$ cat config.mk
export PLATFORM = sky130hd
export DESIGN_NAME = regwb_arbiter
export DESIGN_NICKNAME = d
export VERILOG_FILES = /design/src/rtl/regwb_arbiter.sv
export SDC_FILE = /design/constraint.sdc
export NUM_CORES = 1
export LEC_CHECK = 0
export CORE_ASPECT_RATIO = 0.75
export CORE_UTILIZATION = 35
export CTS_CLUSTER_DIAMETER = 40
export DETAILED_ROUTE_END_ITERATION = 12
export HOLD_SLACK_MARGIN = 0.06
export PLACE_DENSITY = 0.76
export SETUP_SLACK_MARGIN = 0.2
export SLEW_MARGIN = 10
export SYNTH_ARGS = -nofsm -noshare
export SYNTH_HDL_FRONTEND = slang
export SYNTH_SLANG_ARGS = --single-unit
$ cat constraint.sdc
create_clock -name clk -period 2.2 [get_ports clk]
set_input_delay 0.66 -clock clk [delete_from_list [all_inputs] [get_ports clk]]
set_output_delay 0.66 -clock clk [all_outputs]
set_load 0.03 [all_outputs]
$ cat src/rtl/regwb_arbiter.sv
// regwb_arbiter: two-requester register-bank writeback arbiter with alternating priority.
// Ports:
//   clk, rst_n               clock, synchronous active-low reset
//   hold                     stall; blocks all grants while 1
//   a_valid/a_addr/a_data    ALU writeback request, a_ready = accepted this cycle
//   b_valid/b_addr/b_data    load-unit writeback request, b_ready = accepted this cycle
//   RegEn/aw/dataIn_b        registered register-bank write port
//   wr_count                 saturating count of committed writes
//   conflict                 registered pulse after a both-valid, unheld cycle
module regwb_arbiter #(
    parameter int CNT_W = 16
) (
    input  logic             clk,
    input  logic             rst_n,
    input  logic             hold,
    input  logic             a_valid,
    input  logic [4:0]       a_addr,
    input  logic [31:0]      a_data,
    output logic             a_ready,
    input  logic             b_valid,
    input  logic [4:0]       b_addr,
    input  logic [31:0]      b_data,
    output logic             b_ready,
    output logic             RegEn,
    output logic [4:0]       aw,
    output logic [31:0]      dataIn_b,
    output logic [CNT_W-1:0] wr_count,
    output logic             conflict
);
    logic        prio;
    logic        both;
    logic        xfer;
    logic        commit;
    logic [4:0]  sel_addr;
    logic [31:0] sel_data;

    // Readiness is gated by rst_n so nothing is accepted while reset is held.
    always_comb begin
        both     = rst_n & ~hold & a_valid & b_valid;
        a_ready  = rst_n & ~hold & a_valid & (~b_valid | ~prio);
        b_ready  = rst_n & ~hold & b_valid & (~a_valid | prio);
        xfer     = a_ready | b_ready;
        sel_addr = b_ready ? b_addr : a_addr;
        sel_data = b_ready ? b_data : a_data;
        // Writes to register 0 are accepted but never committed.
        commit   = xfer & (sel_addr != 5'd0);
    end

    always_ff @(posedge clk) begin
        if (!rst_n) begin
            prio     <= 1'b0;
            RegEn    <= 1'b0;
            aw       <= '0;
            dataIn_b <= '0;
            wr_count <= '0;
            conflict <= 1'b0;
        end else begin
            RegEn    <= commit;
            conflict <= both;
            if (both)
                prio <= ~prio;
            if (xfer) begin
                aw       <= sel_addr;
                dataIn_b <= sel_data;
            end
            if (commit && wr_count != '1)
                wr_count <= wr_count + 1'b1;
        end
    end
endmodule

==> metrics.yaml <==
post-place-ws_ns: -0.571
die_area_sq_um: 7660
clockBufferDepth: 2
whs_ns: 0.475
place_area_sq_um: 4190
cpPeakStageDelay_ns: 0.51
fin_tns_setup_ns: 0
place_congestion: 0.861
grt_use_total_pct: 21.1
rsz0062_at_grt: "true"
grt_pass1_wl_mm: 12.7
place.port_buffers: 135
yosys_most_used_dff: "dfxtp_1"
cpMostUsedCell: "or4_4"
fin_ws_ns: 0.0532
cp.arrival_ns: 2.38
final_cell_area_sq_um: 4670
status: "finished, final reports clean"
core-area_sq_um: 6930
routed_via_density: 5.06
top_layer: "met4"
hold_viol: 0
min_from: "wr_count[8]"
clock-sinks: 56
die_w_um: 101
critPathCaptureType: "register"
crit_path_cell_trace: "buf_6 > or4_4 > or4_4 > nand3_4 > buf_12 > inv_8 > and3_4 > mux2i_1"
synth_most_common_cell: "dfxtp_1"
drive_gt1_share_pct: 22.5
critPathRequiredTime_ns: 2.43
r2r_end: "wr_count[12]"
hold_buffers: 0
grt_overflow: 0
r2r_slack_ns: 0.20
postSynth.asyncResetShare_pct: 0
yosysSeqAreaShare_pct: 43.8
cts_tree: "built"
max_slew_margin_pct: 77.1
period_minus_slack_ns: 2.15
synth.top_cells.by_count: "56 x dfxtp_1, 42 x mux2i_1, 41 x nor2_1"
r2r_start: "wr_count[1]"
ys_ff_latch: 56
total_power_mw: 2.33
ys_warn_count: 0
whs_path_depth: 1
setup_viol: 0
synth_top_area_share_pct: 43.8
num_io_pins: 136
synth_cell_types: 40
fin_crit_sh_pct: 97.6
cts-root-buf: "clkbuf_8"
wl_met1_mm: 3.37
tritoncts.num_buffers: 5
leakagePower_nw: 1.95
syn_inst: 277
grt_max_degree: 45
wire_per_inst_um: 15.6
worstPathMaxFanout: 7
grt_antenna_before_repair: 0
route.detailed.drc: 0
cts_htree_levels: 2
initial_core_util_pct: 36.9
worst_slew_pin_slew_ns: 0.343
dr_wl_met3_um: 652
finalMaxSlewViolations: 0
postSynthNetCount: 357
area_growth_pct: 82.8
hold_path.class: "register to register"
layout.nets: 514
diodes: 0
clock_latency_ns: 0.31
grt_pass1_vias: 2599
worst_r2r_path_depth: 5
first_iter_violations: 45
path_class: "input pin to register"
crit_slowest_cell: "or4_4"
yosys-top-cells-area: "dfxtp_1 44%, mux2i_1 16%, a211oi_1 11%, nor2_1 6.0%, nand2_1 2.1%"
drt_pre_antenna_iters: 4
wirelength_mm: 8.31
min_to: "wr_count[8]"
max_freq_mhz: 466
setup.worst_path.start_class: "input pin"
netlist_area_sq_um: 2560
synth_edf_count: 0
synth_top_area_cell: "dfxtp_1"
rows: 26
num_vias: 2699
powerDensity_nw_per_um2: 499
cts.clk_slew.worst_paths_ns: 0.10
avgSynthCellArea_sq_um: 9.23
antenna_left: 0
die_h_um: 76.0
hpwlAfterDp_mm: 5.68
vdd_drop_max_v: 0.000379
wl_met2_mm: 4.16
clock_skew_ns: 0.00368
cap_violations: 0
where the power goes:
part / internal (mW) / switching (mW)
logic: 0.293 / 0.272
clock network: 0.338 / 0.344
registers: 1.06 / 0.0267
metal layers:
| metal | track usage [%] | vias to the layer above |
|---|---|---|
| met3 | 6.61 | 10 |
| met4 | 6.67 | 0 |
| met5 | 0 | - |
| li1 | - | 1342 |
| met1 | 24.0 | 1230 |
| met2 | 37.4 | 117 |
worst max-delay path, delay by kind of cell:
kind / cells / cell delay (ns)
buffers and inverters: 3 / 0.30
AND/OR/NAND/NOR: 4 / 1.25
multiplexers: 1 / 0.16
cell families (layout without fill, tap and decap cells):
logic type	Yosys count	in the layout	share of synthesized area [%]
buffers and inverters	23	181	3.86
AND/OR/NAND/NOR	93	93	18.2
adder cells (fa/ha/maj)	1	1	0.489
AO/OA/AOI/OAI	61	61	16.9
multiplexers	42	42	16.4
XOR/XNOR	1	1	0.343
flip-flops	56	56	43.8
state kept, by name, indices dropped and copies added (netlist names):
signal and flops:
aw 5, wr_count 16, RegEn 1, conflict 1
dataIn_b 32, prio 1
placed cells by master (no fill, tap or decap), types with 4 or more instances in the layout:
master           instances
clkdlybuf4s50_1         70
dfxtp_1                 47
dlygate4sd2_1           44
mux2i_1                 42
nor2_1                  40
a211oi_1                36
buf_4                   20
nand2_1                 12
dlymetal6s2s_1          11
buf_6                    9
dfxtp_2                  7
clkbuf_8                 5
buf_12                   5
a21oi_2                  4
or4_4                    4
nand3_1                  4
a21oi_1                  4
buf_2                    4
final cells by class:
class	instances	area, sq um
inverters	3	18.8
well taps	98	123
multi-input cells	198	1570
repair buffers	170	1710
clock inverters	3	42.5
flip-flops and latches	56	1140
fillers	582	2250
clock buffers	5	68.8
per-stage QoR:
step	instances	utilization, %
5_1_grt	533	67.5
4_1_cts	529	64.9
3_5_place_dp	512	60.4
2_1_floorplan	277	-
6_report	533	67.5
3_3_place_gp	512	60.4
how the worst max path moves through the flow:
stage,from,to,slack (ns),cells past startpoint
finish,b_addr[3],wr_count[2],0.05,8
CTS,b_addr[3],wr_count[2],0.05,8
detailed placement,b_addr[3],wr_count[2],-0.57,8
global placement,b_addr[3],wr_count[2],-0.53,8
floorplan,b_addr[3],wr_count[7],0.06,6
global route,b_addr[3],wr_count[2],0.03,8
what timing repair did:
action / in CTS / in global routing
gates resized for setup: 115 / 42
cloned: 2 / 0
pin swaps: 21 / 14
buffers inserted: 7 / 4
setup endpoints to repair: 82 / 29
Power figures use the tool's default switching activity.
